===== src/rtl/uart_pkg.sv =====
// Shared definitions for the MMIO UART transmitter: register map, field layout,
// transmit FSM states and the reset baud divisor.
package uart_pkg;

  localparam int unsigned BUS_W  = 32;
  localparam int unsigned DATA_W = 8;
  localparam int unsigned DIV_W  = 16;

  // 115200 baud from a 50 MHz clock (bit period is divisor + 1 cycles)
  localparam int unsigned UART_DEFAULT_DIV = 433;

  localparam logic [3:0] OFF_TXDATA  = 4'h0;
  localparam logic [3:0] OFF_STATUS  = 4'h4;
  localparam logic [3:0] OFF_DIVISOR = 4'h8;
  localparam logic [3:0] OFF_CTRL    = 4'hC;

  localparam int unsigned ST_FULL    = 0;
  localparam int unsigned ST_EMPTY   = 1;
  localparam int unsigned ST_BUSY    = 2;
  localparam int unsigned ST_OVF     = 3;
  localparam int unsigned ST_CNT_LSB = 4;
  localparam int unsigned ST_CNT_W   = 8;

  localparam int unsigned CTRL_ENABLE = 0;
  localparam int unsigned CTRL_IRQ_EN = 1;
  localparam int unsigned CTRL_CLEAR  = 2;

  typedef struct packed {
    logic [19:0]         rsvd;
    logic [ST_CNT_W-1:0] count;
    logic                ovf;
    logic                busy;
    logic                empty;
    logic                full;
  } status_t;

  typedef enum logic [1:0] {
    TX_IDLE  = 2'd0,
    TX_START = 2'd1,
    TX_DATA  = 2'd2,
    TX_STOP  = 2'd3
  } tx_state_e;

endpackage


===== src/rtl/uart_tx_fifo.sv =====
// Transmit byte FIFO: power-of-two depth, wrapping pointers, occupancy count,
// single-cycle clear that also discards a simultaneous push.
module uart_tx_fifo #(
  parameter int unsigned DEPTH = 8,
  parameter int unsigned WIDTH = 8,
  localparam int unsigned PTR_W = $clog2(DEPTH),
  localparam int unsigned CNT_W = PTR_W + 1
) (
  input  logic             clk,
  input  logic             reset_n,
  input  logic             push,
  input  logic [WIDTH-1:0] wr_data,
  input  logic             pop,
  input  logic             clear,
  output logic [WIDTH-1:0] rd_data,
  output logic             full,
  output logic             empty,
  output logic [CNT_W-1:0] count
);

  logic [WIDTH-1:0] mem_q [DEPTH];
  logic [PTR_W-1:0] wr_ptr_q, wr_ptr_d;
  logic [PTR_W-1:0] rd_ptr_q, rd_ptr_d;
  logic [CNT_W-1:0] count_q, count_d;
  logic             push_ok;
  logic             pop_ok;

  // A push into a full FIFO still fits when a pop frees a slot in the same cycle
  assign pop_ok  = pop && !empty;
  assign push_ok = push && !clear && (!full || pop_ok);

  always_comb begin
    wr_ptr_d = wr_ptr_q;
    rd_ptr_d = rd_ptr_q;
    count_d  = count_q;
    if (clear) begin
      wr_ptr_d = '0;
      rd_ptr_d = '0;
      count_d  = '0;
    end else begin
      if (push_ok) wr_ptr_d = wr_ptr_q + PTR_W'(1);
      if (pop_ok)  rd_ptr_d = rd_ptr_q + PTR_W'(1);
      case ({push_ok, pop_ok})
        2'b10:   count_d = count_q + CNT_W'(1);
        2'b01:   count_d = count_q - CNT_W'(1);
        default: count_d = count_q;
      endcase
    end
  end

  always_ff @(posedge clk or negedge reset_n) begin
    if (!reset_n) begin
      wr_ptr_q <= '0;
      rd_ptr_q <= '0;
      count_q  <= '0;
    end else begin
      wr_ptr_q <= wr_ptr_d;
      rd_ptr_q <= rd_ptr_d;
      count_q  <= count_d;
    end
  end

  // Storage needs no reset: the count alone decides what is valid
  always_ff @(posedge clk) begin
    if (push_ok) mem_q[wr_ptr_q] <= wr_data;
  end

  assign rd_data = mem_q[rd_ptr_q];
  assign full    = (count_q == CNT_W'(DEPTH));
  assign empty   = (count_q == '0);
  assign count   = count_q;

endmodule


===== src/rtl/mmio_uart_tx.sv =====
// Memory-mapped 8N1 UART transmitter: register file, baud divider, bit counter
// and transmit FSM around a byte FIFO.
module mmio_uart_tx
  import uart_pkg::*;
#(
  parameter int unsigned FIFO_DEPTH  = 8,
  parameter int unsigned DEFAULT_DIV = UART_DEFAULT_DIV
) (
  input  logic             clk,
  input  logic             reset_n,
  input  logic             bus_cs,
  input  logic             bus_wr,
  input  logic             bus_rd,
  input  logic [BUS_W-1:0] bus_addr,
  input  logic [BUS_W-1:0] bus_wr_data,
  output logic [BUS_W-1:0] bus_rd_data,
  output logic             tx,
  output logic             irq
);

  localparam int unsigned CNT_W = $clog2(FIFO_DEPTH) + 1;

  logic              wr_en, rd_en;
  logic [3:0]        reg_off;
  logic              push, pop, clear, ovf_set;
  logic              fifo_full, fifo_empty;
  logic [CNT_W-1:0]  fifo_count;
  logic [DATA_W-1:0] fifo_rd_data;
  status_t           status;
  logic [BUS_W-1:0]  rd_mux;
  logic              unused_bits;

  logic [DIV_W-1:0]  div_q, div_d;
  logic              en_q, en_d;
  logic              irq_en_q, irq_en_d;
  logic              ovf_q, ovf_d;
  logic [BUS_W-1:0]  rd_data_q, rd_data_d;
  logic              irq_q, irq_d;

  tx_state_e         state_q, state_d;
  logic [DIV_W-1:0]  baud_q, baud_d;
  logic [DIV_W-1:0]  div_lat_q, div_lat_d;
  logic [2:0]        bit_q, bit_d;
  logic [DATA_W-1:0] shift_q, shift_d;
  logic              tx_q, tx_d;
  logic              bit_done, can_start;

  assign wr_en   = bus_cs & bus_wr;
  assign rd_en   = bus_cs & bus_rd;
  assign reg_off = {bus_addr[3:2], 2'b00};
  assign push    = wr_en && (reg_off == OFF_TXDATA);
  assign clear   = wr_en && (reg_off == OFF_CTRL) && bus_wr_data[CTRL_CLEAR];
  assign ovf_set = push && fifo_full && !pop && !clear;

  assign unused_bits = ^{bus_addr[BUS_W-1:4], bus_addr[1:0], bus_wr_data[BUS_W-1:DIV_W]};

  uart_tx_fifo #(
    .DEPTH (FIFO_DEPTH),
    .WIDTH (DATA_W)
  ) u_fifo (
    .clk     (clk),
    .reset_n (reset_n),
    .push    (push),
    .wr_data (bus_wr_data[DATA_W-1:0]),
    .pop     (pop),
    .clear   (clear),
    .rd_data (fifo_rd_data),
    .full    (fifo_full),
    .empty   (fifo_empty),
    .count   (fifo_count)
  );

  always_comb begin
    status       = '0;
    status.full  = fifo_full;
    status.empty = fifo_empty;
    status.busy  = (state_q != TX_IDLE);
    status.ovf   = ovf_q;
    status.count = ST_CNT_W'(fifo_count);
  end

  // Read mux; TXDATA is write-only and reads back zero
  always_comb begin
    rd_mux = '0;
    case (reg_off)
      OFF_STATUS:  rd_mux = status;
      OFF_DIVISOR: rd_mux = BUS_W'(div_q);
      OFF_CTRL: begin
        rd_mux[CTRL_ENABLE] = en_q;
        rd_mux[CTRL_IRQ_EN] = irq_en_q;
      end
      default:     rd_mux = '0;
    endcase
  end

  // Register file next state; overflow set wins over a same-cycle clear
  always_comb begin
    div_d     = div_q;
    en_d      = en_q;
    irq_en_d  = irq_en_q;
    ovf_d     = ovf_q;
    rd_data_d = rd_data_q;
    if (wr_en && (reg_off == OFF_DIVISOR)) div_d = bus_wr_data[DIV_W-1:0];
    if (wr_en && (reg_off == OFF_CTRL)) begin
      en_d     = bus_wr_data[CTRL_ENABLE];
      irq_en_d = bus_wr_data[CTRL_IRQ_EN];
    end
    if (wr_en && (reg_off == OFF_STATUS) && bus_wr_data[ST_OVF]) ovf_d = 1'b0;
    if (ovf_set) ovf_d = 1'b1;
    if (rd_en) rd_data_d = rd_mux;
  end

  assign irq_d = irq_en_q & fifo_empty;

  always_ff @(posedge clk or negedge reset_n) begin
    if (!reset_n) begin
      div_q     <= DIV_W'(DEFAULT_DIV);
      en_q      <= 1'b0;
      irq_en_q  <= 1'b0;
      ovf_q     <= 1'b0;
      rd_data_q <= '0;
      irq_q     <= 1'b0;
    end else begin
      div_q     <= div_d;
      en_q      <= en_d;
      irq_en_q  <= irq_en_d;
      ovf_q     <= ovf_d;
      rd_data_q <= rd_data_d;
      irq_q     <= irq_d;
    end
  end

  assign bit_done  = (baud_q == div_lat_q);
  assign can_start = en_q && !fifo_empty;

  // Transmit FSM; divisor is latched per frame so mid-frame writes wait for the next one
  always_comb begin
    state_d   = state_q;
    baud_d    = baud_q;
    div_lat_d = div_lat_q;
    bit_d     = bit_q;
    shift_d   = shift_q;
    pop       = 1'b0;
    tx_d      = 1'b1;
    case (state_q)
      TX_IDLE: begin
        if (can_start) begin
          pop       = 1'b1;
          state_d   = TX_START;
          baud_d    = '0;
          div_lat_d = div_q;
          shift_d   = fifo_rd_data;
        end
      end
      TX_START: begin
        tx_d = 1'b0;
        if (bit_done) begin
          baud_d  = '0;
          bit_d   = '0;
          state_d = TX_DATA;
        end else begin
          baud_d = baud_q + DIV_W'(1);
        end
      end
      TX_DATA: begin
        tx_d = shift_q[0];
        if (bit_done) begin
          baud_d  = '0;
          shift_d = {1'b0, shift_q[DATA_W-1:1]};
          if (bit_q == 3'd7) state_d = TX_STOP;
          else               bit_d   = bit_q + 3'd1;
        end else begin
          baud_d = baud_q + DIV_W'(1);
        end
      end
      TX_STOP: begin
        tx_d = 1'b1;
        if (bit_done) begin
          baud_d = '0;
          if (can_start) begin
            pop       = 1'b1;
            state_d   = TX_START;
            div_lat_d = div_q;
            shift_d   = fifo_rd_data;
          end else begin
            state_d = TX_IDLE;
          end
        end else begin
          baud_d = baud_q + DIV_W'(1);
        end
      end
      default: state_d = TX_IDLE;
    endcase
  end

  always_ff @(posedge clk or negedge reset_n) begin
    if (!reset_n) begin
      state_q   <= TX_IDLE;
      baud_q    <= '0;
      div_lat_q <= '0;
      bit_q     <= '0;
      shift_q   <= '0;
      tx_q      <= 1'b1;
    end else begin
      state_q   <= state_d;
      baud_q    <= baud_d;
      div_lat_q <= div_lat_d;
      bit_q     <= bit_d;
      shift_q   <= shift_d;
      tx_q      <= tx_d;
    end
  end

  assign bus_rd_data = rd_data_q;
  assign tx          = tx_q;
  assign irq         = irq_q;

endmodule


===== config.mk =====
export PLATFORM = sky130hd
export DESIGN_NAME = mmio_uart_tx
export DESIGN_NICKNAME = d
export VERILOG_FILES = /design/src/rtl/uart_pkg.sv /design/src/rtl/uart_tx_fifo.sv /design/src/rtl/mmio_uart_tx.sv
export SDC_FILE = /design/constraint.sdc
export NUM_CORES = 1
export LEC_CHECK = 0
export CAP_MARGIN = 20
export CORE_MARGIN = 2
export CORE_UTILIZATION = 30
export CTS_CLUSTER_DIAMETER = 30
export DETAILED_ROUTE_END_ITERATION = 8
export REMOVE_ABC_BUFFERS = 1
export SYNTH_ARGS = -nofsm -noshare
export SYNTH_HDL_FRONTEND = slang
export SYNTH_HIERARCHICAL = 1
export SYNTH_SLANG_ARGS = --single-unit

===== constraint.sdc =====
create_clock -name clk -period 4.84 [get_ports clk]
set_input_delay 0.726 -clock clk [delete_from_list [all_inputs] [get_ports clk]]
set_output_delay 0.726 -clock clk [all_outputs]
set_load 0.03 [all_outputs]

After elaboration in Yosys (flattened, before gate mapping)

Memories as Yosys holds them, arrays and structs flattened.
Cells that the tools add are included.

Add/sub/neg operators: 6
Multipliers: 0
Div/mod/pow operators: 0
$lt $le $gt $ge: 0
Equal/unequal tests: 17
Shift-type cells: 0
Multiplexer cells: 37
Bitwise gates (word level): 3
Reduce and logical (&&, ||, !) cells: 34

Operators by type and width:

| kind                    | count |
|---|---|
| $mux W16                | 4 |
| $pmux W16 S2            | 2 |
| $pmux W14 S2            | 1 |
| $mux W8                 | 3 |
| $pmux W8 S3             | 1 |
| $mux W3                 | 7 |
| $add A16 B1 Y16 const B | 1 |
| $eq A16 B16 Y1          | 1 |
| $logic_and A1 B1 Y1     | 13 |
| $ne A2 B2 Y1 const B    | 6 |
| $reduce_bool A2 Y1      | 6 |
| $eq A2 B2 Y1 const B    | 5 |
| $mux W2                 | 5 |
| $add A3 B1 Y3 const B   | 3 |
| $logic_not A4 Y1        | 2 |
| $pmux W2 S4             | 1 |
| $pmux W4 S2             | 1 |
| $mux W1                 | 7 |
| $eq A2 B1 Y1 const B    | 3 |
| $pmux W2 S3             | 1 |
| $pmux W3 S2             | 1 |
| $reduce_bool A3 Y1      | 2 |
| $reduce_and A5 Y1       | 1 |
| $add A4 B1 Y4 const B   | 1 |
| other kinds (13)        | 19 |

Register bits after elaboration: 108
Latch bits: 0
RAM bits: 64
Bits in read-only memories: 0
Bits of input ports: 69
Output and inout bits: 34
Logic and storage cells: 113
Memories: 1

Memory list:

| name         | words | width | rd ports | clocked after Yosys merged registers in | wr ports | line               | text |
|---|---|---|---|---|---|---|---|
| u_fifo.mem_q | 8     | 8     | 1        | 0                                       | 1        | uart_tx_fifo.sv:21 | `logic [WIDTH-1:0] mem_q [DEPTH];` |

Logic depth before layout (Yosys ltp)

Gate-level depths: netlist (run 1).

Word-level depth: 12
Gate-level depth with buffers: 14
Gate-level depth less buffers: 12

By module

Netlist (run 1), hierarchy kept.

Modules (own cells, without submodules):

| module       | instances | cells an instance | area each (sq um) | sequential area each (sq um) |
|---|---|---|---|---|
| mmio_uart_tx | 1         | 455               | 4491.8            | 2059.5 |
| uart_tx_fifo | 1         | 176               | 3169.3            | 2172.1 |

Worst setup path after synthesis (run 1)

OpenSTA, ideal clock, no wires.

Path kind: register to register
From: register u_fifo.count_q[1], in the netlist u_fifo/count[1]
To: register u_fifo.count_q[3], in the netlist u_fifo/count[3]
Library setup time: 0.083 ns
Arrival: 3.044 ns
Required time: 4.757 ns
Path slack: 1.713 ns
Stages on the path, launching flop included: 14
Path buffers: 2
Clock period less this slack: 3.127 ns
Cells stage by stage: dfrtp_1 or3_1 nor2_1 nand2b_1 clkbuf_1 nor3_1 buf_2 o41ai_4 a21oi_1 ha_1 a211oi_1 nor2_1 mux2_2 o22ai_1

Longest elaborated chain between the ends: 12
Elaborated cells on any way between the ends: 18
Classes of those cells: add/sub (2); eq/ne (3); mux (5); reduce/logical (8)

Ends and longest elaborated chain:

| what                                         | line                                     | text |
|---|---|---|
| from (decl)                                  | uart_tx_fifo.sv:24                       | `logic [CNT_W-1:0] count_q, count_d;` |
| from (signal assigned)                       | uart_tx_fifo.sv:59                       | `count_q <= count_d;` |
| $logic_not A4 Y1 (*)                         | uart_tx_fifo.sv:70                       | `assign empty = (count_q == '0);` |
| via fifo_empty                               | mmio_uart_tx.sv:26                       | `logic fifo_full, fifo_empty;` |
| $logic_not A1 Y1 (*)                         | mmio_uart_tx.sv:134                      | `assign can_start = en_q && !fifo_empty;` |
| $logic_and A1 B1 Y1 (*)                      | mmio_uart_tx.sv:134                      |  |
| $mux W1 (*)                                  | mmio_uart_tx.sv:147, mmio_uart_tx.sv:180 |  |
| $mux W1                                      | mmio_uart_tx.sv:178                      | `if (bit_done) begin` |
| $pmux W1 S2 (*)                              | mmio_uart_tx.sv:145                      | `case (state_q)` |
| via pop                                      | mmio_uart_tx.sv:25                       | `logic push, pop, clear, ovf_set;` |
| $logic_and A1 B1 Y1 (*)                      | uart_tx_fifo.sv:29                       | `assign pop_ok = pop && !empty;` |
| $logic_or A1 B1 Y1                           | uart_tx_fifo.sv:30                       | `assign push_ok = push && !clear && (!full \|\| pop_ok);` |
| $logic_and A1 B1 Y1                          | uart_tx_fifo.sv:30                       |  |
| $eq A2 B1 Y1 or $eq A2 B2 Y1 (tied branches) | uart_tx_fifo.sv:43                       | `case ({push_ok, pop_ok})` |
| $pmux W4 S2                                  | uart_tx_fifo.sv:43                       |  |
| $mux W4                                      | uart_tx_fifo.sv:36                       | `if (clear) begin` |

Mark *: on every way through the listed nets, which the timed path passes. The rest lies on a longest branch.
A chain may end at the register's enable or synchronous reset.

Worst setup path after layout (run 1)

From: register baud_q[11]
To: register u_fifo.count_q[3], in the netlist u_fifo/count[3]

Longest elaborated chain between the ends: 9
Elaborated cells on any way between the ends: 11
Classes of those cells: eq/ne (3); mux (4); reduce/logical (4)

Ends and longest elaborated chain:

| what                                         | line                | text |
|---|---|---|
| from (decl)                                  | mmio_uart_tx.sv:41  | `logic [DIV_W-1:0] baud_q, baud_d;` |
| from (signal assigned)                       | mmio_uart_tx.sv:206 | `baud_q <= baud_d;` |
| $eq A16 B16 Y1 (*)                           | mmio_uart_tx.sv:133 | `assign bit_done = (baud_q == div_lat_q);` |
| $mux W1 (*)                                  | mmio_uart_tx.sv:178 |  |
| $pmux W1 S2 (*)                              | mmio_uart_tx.sv:145 |  |
| via pop                                      | mmio_uart_tx.sv:25  |  |
| $logic_and A1 B1 Y1 (*)                      | uart_tx_fifo.sv:29  |  |
| $logic_or A1 B1 Y1                           | uart_tx_fifo.sv:30  |  |
| $logic_and A1 B1 Y1                          | uart_tx_fifo.sv:30  |  |
| $eq A2 B1 Y1 or $eq A2 B2 Y1 (tied branches) | uart_tx_fifo.sv:43  |  |
| $pmux W4 S2                                  | uart_tx_fifo.sv:43  |  |
| $mux W4                                      | uart_tx_fifo.sv:36  |  |

Marks and branches as above.

==> impl_metrics.ini, run 1 <==
[global_routing]
grt_util_all_layers_pct = 12.6
gr-total-overflow = 0
grt_pass1_wl_um = 26300
grt_antenna_before_repair = 0
grt_max_degree = 59
grt_pass1_vias = 4824

[power_and_ir_drop]
comb_power_share_pct = 33.1
p_leak_nw = 3.36
p_clk_share_pct = 27.2
p_sw_share_pct = 33.7
p_seq_share_pct = 39.7
p_int_mw = 3.15
power_density_mw_per_mm2 = 531
peakVddDrop_v = 0.000297
power_switching_mw = 1.60

[floorplanning]
die_width_um = 164
floorplan.initialDensity_pct = 30.5
placementRows = 58
coreArea_mm2 = 0.0251
die-area_mm2 = 0.0268
io_pins = 103
die-height_um = 164

[run_status]
status = completed

[synthesis]
ys_ff_latch = 156
synthTopCellsByArea = dfrtp_1 (28%), edfxtp_1 (25%), mux2_2 (6.2%), mux4_2 (4.7%), xor2_1 (3.7%)
synth_top_area_share_pct = 28.1
synth_edf_count = 64
synth_top_flop_cell = dfrtp_1
syn_avg_cell_area_um2 = 12.1
synthCells = 631
yosys.area.top_type = dfrtp_1
async_reset_ff_share_pct = 59.0
seq_area_frac_synth_pct = 55.2
ys_warn_count = 6
synth_area_mm2 = 0.00766
ys_types = 60

[job]
maxCapViolCount = 0

[final_layout]
postLayoutCellArea_mm2 = 0.00894
insertedDiodeCount = 0
finalNetCount = 753
nFillCells = 2470
post_route_cells_drive_above_1_share_pct = 16.9
regArea_mm2 = 0.00423
synthToLayoutAreaGrowth_pct = 16.7
multi_input_area_mm2 = 0.00318

[sta]
max_freq_ghz = 0.274
finalMaxSlewViolations = 0
tightest_slew_ns = 0.940
setup_ws_ns = 1.19
grt_setup_unrepaired = false
timing.hold.ws_ns = 0.382
finalSetupViolations = 0
fin_skew_ns = 0.00946
fin_crit_ns = 3.65
period_share_pct = 75.5
maxSlewHeadroom_pct = 37.1
fin_tns_setup_ns = 0
hold_viol_final = 0

[cts]
clock_path_buffers = 2
clockRootBuffer = clkbuf_16
path_clk_slew_ns = 0.06
post_cts_buffers = 0
tritoncts = yes
htree_levels = 4
hold_buffers = 0
cts_resized = 0
numCtsBuffers = 17
numClockSinks = 156
insertion_delay_ns = 0.42

[place]
portBuffers = 40
dp_slack_ns = 1.19
dp.final_hpwl_um = 10600
routabilityCongestion = 0.781
placed_cell_area_mm2 = 0.00837

[worst_hold_path]
holdCritPathClass = input pin to async pin

[worst_setup_path]
cp-end-kind = flop
crit_fanout = 9
critPathLaunch = baud_q[11]$_DFFE_PN0P_
cp-start-kind = flop
crit_arrival_ns = 4.00
cp.required_ns = 5.18
critical_path_class = flop to flop
r2r_start = baud_q[11]$_DFFE_PN0P_

[route]
drc = 0
num_vias = 5000
ant_nets = 0
drtIter0Drc = 407
routed_wirelength_um = 16000
avgRoutedWirePerCell_um = 15.8
drtPass1Iterations = 5
viasPerCell = 4.96
[metrics by stage]
| stage | power, mW | cells | utilization (%) |
|---|---|---|---|
| after floorplan | 3.02 | 593 | - |
| after global placement | 3.45 | 977 | 33.3 |
| after detailed placement | 3.49 | 977 | 33.3 |
| after CTS | 4.79 | 1009 | 35.6 |
| after global routing | 5.06 | 1009 | 35.6 |
| final | 4.75 | 1009 | 35.6 |
[layer usage]
| layer | vias to the layer above | part of all wire [%] | track usage [%] |
|---|---|---|---|
| met5 | - | 0 | 0 |
| met4 | 0 | 1.1 | 4.23 |
| met3 | 10 | 3.2 | 2.75 |
| met2 | 95 | 48 | 19.2 |
| met1 | 2518 | 48 | 17.8 |
| li1 | 2377 | - | - |
[synthesized netlist by cell type, types with 13 or more instances]
master	instances
a21oi_1	13
nor2_1	44
nand3_1	46
xor2_1	32
o21ai_0	30
ha_1	17
dfrtp_1	86
edfxtp_1	64
mux2_2	42
mux4_2	16
nand2_1	47
buf_4	18
clkbuf_1	31
and3_1	19
[area by class of cell]
type,instances,share of cell area (%)
flip-flops and latches,156,47.3
multi-input cells,425,35.6
repair buffers,54,5.63
clock buffers,21,5.04
well taps,330,4.62
clock inverters,11,1.32
inverters,12,0.504
[power groups by stage]
stage	Sequential (mW)	Clock, mW	Combinational, mW
2_1_floorplan	1.90	0	1.13
4_1_cts	1.89	1.32	1.58
5_1_grt	1.93	1.38	1.75
3_5_place_dp	1.91	0	1.58
6_report	1.89	1.29	1.57
3_3_place_gp	1.91	0	1.55
[kinds of logic after synthesis]
kind of cell	synth area share (%)
AOI/OAI and AO/OA	10.1
xor gates and xnor gates	4.00
adders and majority gates	3.04
buffers and inverters	4.10
DFF	55.2
muxes	11.3
other	0.0489
and+or+nand+nor	12.1
[final timing paths]
path                                                to  slack, ns  cells after the start
max in group asynchronous             en_q$_DFFE_PN0P_       3.50                      2
max reg2reg                u_fifo/count[3]$_DFFE_PN0P_       1.19                     13
min reg2reg                bus_rd_data[14]$_DFFE_PN0P_       0.48                      2
min                             baud_q[12]$_DFFE_PN0P_       0.38                      1
min in group clk           bus_rd_data[14]$_DFFE_PN0P_       0.48                      2
max                        u_fifo/count[3]$_DFFE_PN0P_       1.19                     13
[sequential cells by signal, indices dropped and copies added (netlist names)]
| register | cells |
|---|---|
| u_fifo/rd_ptr_q | 3 |
| u_fifo/wr_ptr_q | 3 |
| bit_q | 3 |
| en_q | 1 |
| ovf_q | 1 |
| tx | 1 |
| u_fifo/mem_q | 64 |
| shift_q | 8 |
| state_q | 2 |
| irq | 1 |
| div_q | 16 |
| baud_q | 16 |
| u_fifo/count | 4 |
| irq_en_q | 1 |
| bus_rd_data | 16 |
| div_lat_q | 16 |
[cells in the final DEF, fill, tap and decap left out, drive strengths merged, types with 2 or more instances in the layout]
cell           count
buf               15
o311ai             4
mux4              16
and3              19
a222oi             2
ha                17
a221oi             7
clkinv             4
a22oi              6
xor2              32
o211ai             9
clkbuf            21
clkdlybuf4s50     39
inv               15
o21a               3
o31ai              2
nand2b             4
clkinvlp           2
nor4               5
nand3             46
bufinv             2
dfstp              6
a211oi             5
dfrtp             86
edfxtp            64
o21ai             31
nand4              6
conb              16
nor3               6
a21oi             13
xnor2              3
a21o               2
nor2              44
mux2              43
nand2             47
mux2i              2
a311o              9
nor2b              5
and4               3
[worst max-delay path, stage by stage, from the launching register on]
cell and delay (ns):
dfrtp_1 0.42, xor2_1 0.17, nor4_1 0.44, and4_1 0.37
a21oi_1 0.13, nor3_1 0.26, buf_4 0.24, o41ai_4 0.15
a21oi_1 0.29, ha_1 0.29, a211oi_1 0.28, nor2_1 0.12
mux2_2 0.28, o22ai_1 0.12
(Power assumes the default switching activity.)
==> run 2: changes to the inputs <==
==> constraint.sdc (replaced) <==
create_clock -name clk -period 3.8 [get_ports clk]
set_input_delay 0.57 -clock clk [delete_from_list [all_inputs] [get_ports clk]]
set_output_delay 0.57 -clock clk [all_outputs]
set_load 0.03 [all_outputs]
==> impl_metrics.ini, run 2 (synthesized netlist as in run 1, its figures left out) <==
[run_status]
status = completed

[global_routing]
grt_antenna_before_repair = 0
grt_util_all_layers_pct = 12.9
gr-total-overflow = 0
grt_pass1_vias = 4851
grt_max_degree = 61
grt_pass1_wl_um = 26900

[worst_hold_path]
holdCritPathClass = input pin to async pin

[route]
routed_wirelength_um = 16200
viasPerCell = 4.87
avgRoutedWirePerCell_um = 15.9
num_vias = 4946
drc = 0
ant_nets = 0
drtIter0Drc = 535
drtPass1Iterations = 4

[worst_setup_path]
worstSetupEndpoint = u_fifo/count[3]$_DFFE_PN0P_
reg2regPathDepth = 13
r2r_slack_ns = 0.28
critical_path_class = flop to flop
critPathLaunch = baud_q[2]$_DFFE_PN0P_
cp-end-kind = flop
cp.required_ns = 4.15
crit_fanout = 9
crit_arrival_ns = 3.87
r2r_start = baud_q[2]$_DFFE_PN0P_
reg2reg_to = u_fifo/count[3]$_DFFE_PN0P_
cp-start-kind = flop

[place]
portBuffers = 40
dp_slack_ns = 0.149
routabilityCongestion = 0.814
dp.final_hpwl_um = 11000

[power_and_ir_drop]
power_density_mw_per_mm2 = 679
p_leak_nw = 3.42
peakVddDrop_v = 0.000326

[final_layout]
multi_input_area_mm2 = 0.00319
finalNetCount = 760
post_route_cells_drive_above_1_share_pct = 19.0
largest_register_ffs = 64
nFillCells = 2475
mostFrequentLayoutCell = dfrtp_1
final_cell_mix = dfrtp_1 (86), edfxtp_1 (64), nand2_1 (47)
regMostFlops = u_fifo/mem_q
regArea_mm2 = 0.00423
insertedDiodeCount = 0
fin_util_pct = 36.0
synthToLayoutAreaGrowth_pct = 17.9

[sta]
finalSetupViolations = 0
max_freq_ghz = 0.284
maxSlewHeadroom_pct = 39.4
tightest_slew_ns = 0.902
hold_viol_final = 0
grt_setup_unrepaired = false
fin_crit_ns = 3.52
finalMaxSlewViolations = 0
timing.hold.ws_ns = 0.208
period_share_pct = 92.7
fin_skew_ns = 0.00989
setup_ws_ns = 0.279

[cts]
clockRootBuffer = clkbuf_16
hold_buffers = 0
cts_resized = 0
tritoncts = yes
insertion_delay_ns = 0.43
path_clk_slew_ns = 0.07
numClockSinks = 156
clock_path_buffers = 2
numCtsBuffers = 17
post_cts_buffers = 0
htree_levels = 4

[job]
maxCapViolCount = 0

[floorplanning]
coreArea_mm2 = 0.0251
io_pins = 103
die-area_mm2 = 0.0268
floorplan.initialDensity_pct = 30.5
die_width_um = 164
die-height_um = 164
placementRows = 58
## run 2: changes by cell type in the layout (fill, tap and decap cells not counted), sizes merged
| cell | before | now |
|---|---|---|
| buf | 15 | 22 |
| bufinv | 2 | 1 |
| clkbuf | 21 | 17 |
| clkinv | 4 | 3 |
| inv | 15 | 21 |
## run 2: power by group
group / internal (mW) / leakage, nW / switching [mW]
combinational: 0.981 / 1.43 / 1.03
clock: 0.940 / 0.289 / 0.770
sequential: 2.05 / 1.70 / 0.362
## run 2: final cells by class
type | count | share of cell area, %
Sequential cell | 156 | 46.8
Timing Repair Buffer | 61 | 6.15
Clock inverter | 15 | 1.94
Tap cell | 330 | 4.57
Clock buffer | 17 | 4.71
Multi-Input combinational cell | 425 | 35.3
Inverter | 12 | 0.498
## run 2: critical path, cell delays in order (launching register included)
cell and delay, ns:
dfrtp_1 0.46, xor2_1 0.19, nor4_1 0.38, and4_1 0.36, a21oi_1 0.12, nor3_1 0.25, buf_4 0.24, o41ai_4 0.15
a21oi_2 0.21, ha_1 0.26, a211oi_1 0.29, nor2_1 0.11, mux2_2 0.28, o22ai_1 0.13
## run 2: stage by stage
| step | TNS [ns] | cells | power (mW) | instance area, µm² |
|---|---|---|---|---|
| 2_1_floorplan | -0.158 | 593 | 3.85 | 7450 |
| 3_3_place_gp | 0 | 984 | 4.40 | 8430 |
| 3_5_place_dp | 0 | 984 | 4.45 | 8430 |
| 4_1_cts | 0 | 1016 | 6.19 | 9030 |
| 5_1_grt | 0 | 1016 | 6.51 | 9040 |
| 6_report | 0 | 1016 | 6.13 | 9040 |
## run 2: worst min-delay path by stage
stage                                        endpoint  slack (ns)                   startpoint  depth (start not counted)
after floorplan                 baud_q[0]$_DFFE_PN0P_        0.27                      reset_n                          0
after global placement    bus_rd_data[10]$_DFFE_PN0P_        0.47  bus_rd_data[10]$_DFFE_PN0P_                          2
after detailed placement   bus_rd_data[1]$_DFFE_PN0P_        0.47   bus_rd_data[1]$_DFFE_PN0P_                          2
after CTS                  bus_rd_data[8]$_DFFE_PN0P_        0.24                      reset_n                          1
after global routing       bus_rd_data[8]$_DFFE_PN0P_        0.27                      reset_n                          1
final                      bus_rd_data[8]$_DFFE_PN0P_        0.21                      reset_n                          1
## run 2: per-layer routing
metal / up-vias / global-route usage [%] / share of wire, %
met1: 2456 / 18.5 / 48
met3: 18 / 2.90 / 4.1
met4: 0 / 4.70 / 1.7
met5: - / 0 / 0
li1: 2388 / - / -
met2: 84 / 19.3 / 47
==> run 3: changes to the inputs <==
--- a/config.mk
+++ b/config.mk
@@ -5,11 +5,13 @@
 export SDC_FILE = /design/constraint.sdc
 export NUM_CORES = 1
 export LEC_CHECK = 0
+export ABC_AREA = 1
 export CAP_MARGIN = 20
 export CORE_MARGIN = 2
 export CORE_UTILIZATION = 30
 export CTS_CLUSTER_DIAMETER = 30
 export DETAILED_ROUTE_END_ITERATION = 8
+export HOLD_SLACK_MARGIN = 0.05
 export REMOVE_ABC_BUFFERS = 1
 export SYNTH_ARGS = -nofsm -noshare
 export SYNTH_HDL_FRONTEND = slang
==> impl_metrics.ini, run 3 <==
[worst_setup_path]
r2r_start = u_fifo/count[1]$_DFFE_PN0P_
cp-end-kind = flop
cp_common_cell = nand2_1
r2r_slack_ns = 0.96
critical_path_class = flop to flop
crit_arrival_ns = 3.17
cp.required_ns = 4.12
max_stage_delay_ns = 0.47
crit_fanout = 18
crit_chain = nor2_4, nand2_4, inv_1, inv_1, nand2_1, clkinv_1, buf_4, nand2_1, nand2_1, nand2_1, inv_1, nand3_4, inv_1, ha_1, a21o_1, nand2_1, nand2_1, nand3_1, nand2_1, nand2_1, nand2_1
cp-start-kind = flop
critPathLaunch = u_fifo/count[1]$_DFFE_PN0P_
slowest_stage = dfrtp_1

[sta]
maxSlewHeadroom_pct = 31.8
hold_viol_final = 0
setup_ws_ns = 0.955
grt_setup_unrepaired = false
tightest_slew_ns = 1.02
period_share_pct = 74.9
finalMaxSlewViolations = 0
fin_crit_ns = 2.84
fin_tns_setup_ns = 0
finalSetupViolations = 0
max_freq_ghz = 0.352
fin_skew_ns = 0.00872

[cts]
path_clk_slew_ns = 0.07
cts_resized = 0
tritoncts = yes
numClockSinks = 156
clock_path_buffers = 2
hold_buffers = 0
clockRootBuffer = clkbuf_16
htree_levels = 4
post_cts_buffers = 0
numCtsBuffers = 17
insertion_delay_ns = 0.43

[final_layout]
synthToLayoutAreaGrowth_pct = 16.9
regMostFlops = u_fifo/mem_q
insertedDiodeCount = 0
regArea_mm2 = 0.00423
finalNetCount = 941
final_cell_mix = nand2_1 (220), dfrtp_1 (86), inv_1 (81)
fin_util_pct = 35.5
postLayoutCellArea_mm2 = 0.00886
post_route_cells_drive_above_1_share_pct = 10.0
nFillCells = 2531
mostFrequentLayoutCell = nand2_1
multi_input_area_mm2 = 0.00281
largest_register_ffs = 64

[synthesis]
synth.most_common_cell = nand2_1
synth_adder_area_share_pct = 3.07
ys_warn_count = 6
synth_top_area_share_pct = 28.4
synthCells = 806
synth_area_mm2 = 0.00758
seq_area_frac_synth_pct = 55.8
synth_top_family_by_area = simple AND/OR/NAND/NOR gates
synth_edf_count = 64
ys_ff_latch = 156
synth_top_flop_cell = dfrtp_1
yosys.area.top_type = dfrtp_1
synthTopCellsByArea = dfrtp_1 (28%), edfxtp_1 (25%), nand2_1 (11%), inv_1 (4.0%), nor2_1 (3.7%)
ys_top_cells_by_count = nand2_1 (220), dfrtp_1 (86), inv_1 (81)
ys_types = 40
syn_avg_cell_area_um2 = 9.40
synthMuxAreaShare_pct = 3.04
synthSimpleGateAreaFrac_pct = 21.1
synth-xor-area-share_pct = 1.04
synth_compound_area_share_pct = 8.12
async_reset_ff_share_pct = 59.0

[place]
routabilityCongestion = 0.807
portBuffers = 40
dp_slack_ns = 0.801
placed_cell_area_mm2 = 0.00830
dp.final_hpwl_um = 11000

[route]
drc = 0
drtPass1Iterations = 5
viasPerCell = 4.55
drtIter0Drc = 454
routed_wirelength_um = 15700
num_vias = 5452
avgRoutedWirePerCell_um = 13.1
ant_nets = 0

[global_routing]
grt_pass1_wl_um = 26500
gr-total-overflow = 0
grt_max_degree = 74
grt_pass1_vias = 5243
grt_util_all_layers_pct = 12.6
grt_antenna_before_repair = 0

[power_and_ir_drop]
peakVddDrop_v = 0.000361
p_leak_nw = 3.94
power_density_mw_per_mm2 = 640

[floorplanning]
die-height_um = 163
placementRows = 58
io_pins = 103
die-area_mm2 = 0.0265
die_width_um = 163
coreArea_mm2 = 0.0250
floorplan.initialDensity_pct = 30.4

[job]
maxCapViolCount = 0

[worst_hold_path]
holdCritPathClass = input pin to async pin

[run_status]
status = completed
==> run 3: path summary, 6_finish.rpt <==
kind / endpoint / depth (start not counted)
min reg2reg: bus_rd_data[3]$_DFFE_PN0P_ / 2
max reg2reg: u_fifo/count[3]$_DFFE_PN0P_ / 21
min: baud_q[15]$_DFFE_PN0P_ / 1
min in group clk: bus_rd_data[3]$_DFFE_PN0P_ / 2
max in group asynchronous: tx$_DFF_PN1_ / 2
max: u_fifo/count[3]$_DFFE_PN0P_ / 21
==> run 3: worst max-delay path, delay by kind of cell (launching register included) <==
family	cells	cell delay [ns]
compound gates	1	0.17
fa+ha+maj	1	0.28
buf+inv	6	0.68
flops	1	0.47
simple gates	13	1.15
==> run 3: kinds of logic after synthesis <==
kind of cell | after synthesis
AND/OR/NAND/NOR | 368
AO/OA/AOI/OAI | 101
buffers and inverters | 130
XOR/XNOR | 9
multiplexers | 23
other | 1
flip-flops | 156
adder cells (fa/ha/maj) | 18
==> run 3: final cells by class <==
| cell class | count | area share [%] |
|---|---|---|
| flip-flops and latches | 156 | 47.8 |
| multi-input cells | 535 | 31.8 |
| clock buffers | 17 | 4.80 |
| well taps | 330 | 4.66 |
| clock inverters | 15 | 1.54 |
| inverters | 91 | 3.88 |
| repair buffers | 53 | 5.59 |
==> run 3: routing by layer <==
layer	part of all wire (%)	up-vias	global-route usage, %
li1	-	2710	-
met1	46	2615	16.9
met2	49	107	20.4
met3	4.0	20	2.37
met4	1.5	0	4.34
met5	0	-	0
==> run 3: metrics by stage <==
step / hold slack [ns] / instances / total power [mW]
after CTS: 0.327 / 1197 / 5.73
final: 0.286 / 1197 / 5.67
after global placement: 0.466 / 1165 / 4.05
after global routing: 0.357 / 1197 / 6.06
after detailed placement: 0.472 / 1165 / 4.09
after floorplan: 0.274 / 782 / 3.56
==> run 3: power by group <==
| group | internal, mW | switching [mW] | leakage [nW] |
|---|---|---|---|
| Clock | 0.909 | 0.716 | 0.265 |
| Sequential | 2.04 | 0.291 | 1.75 |
| Combinational | 0.621 | 1.10 | 1.93 |
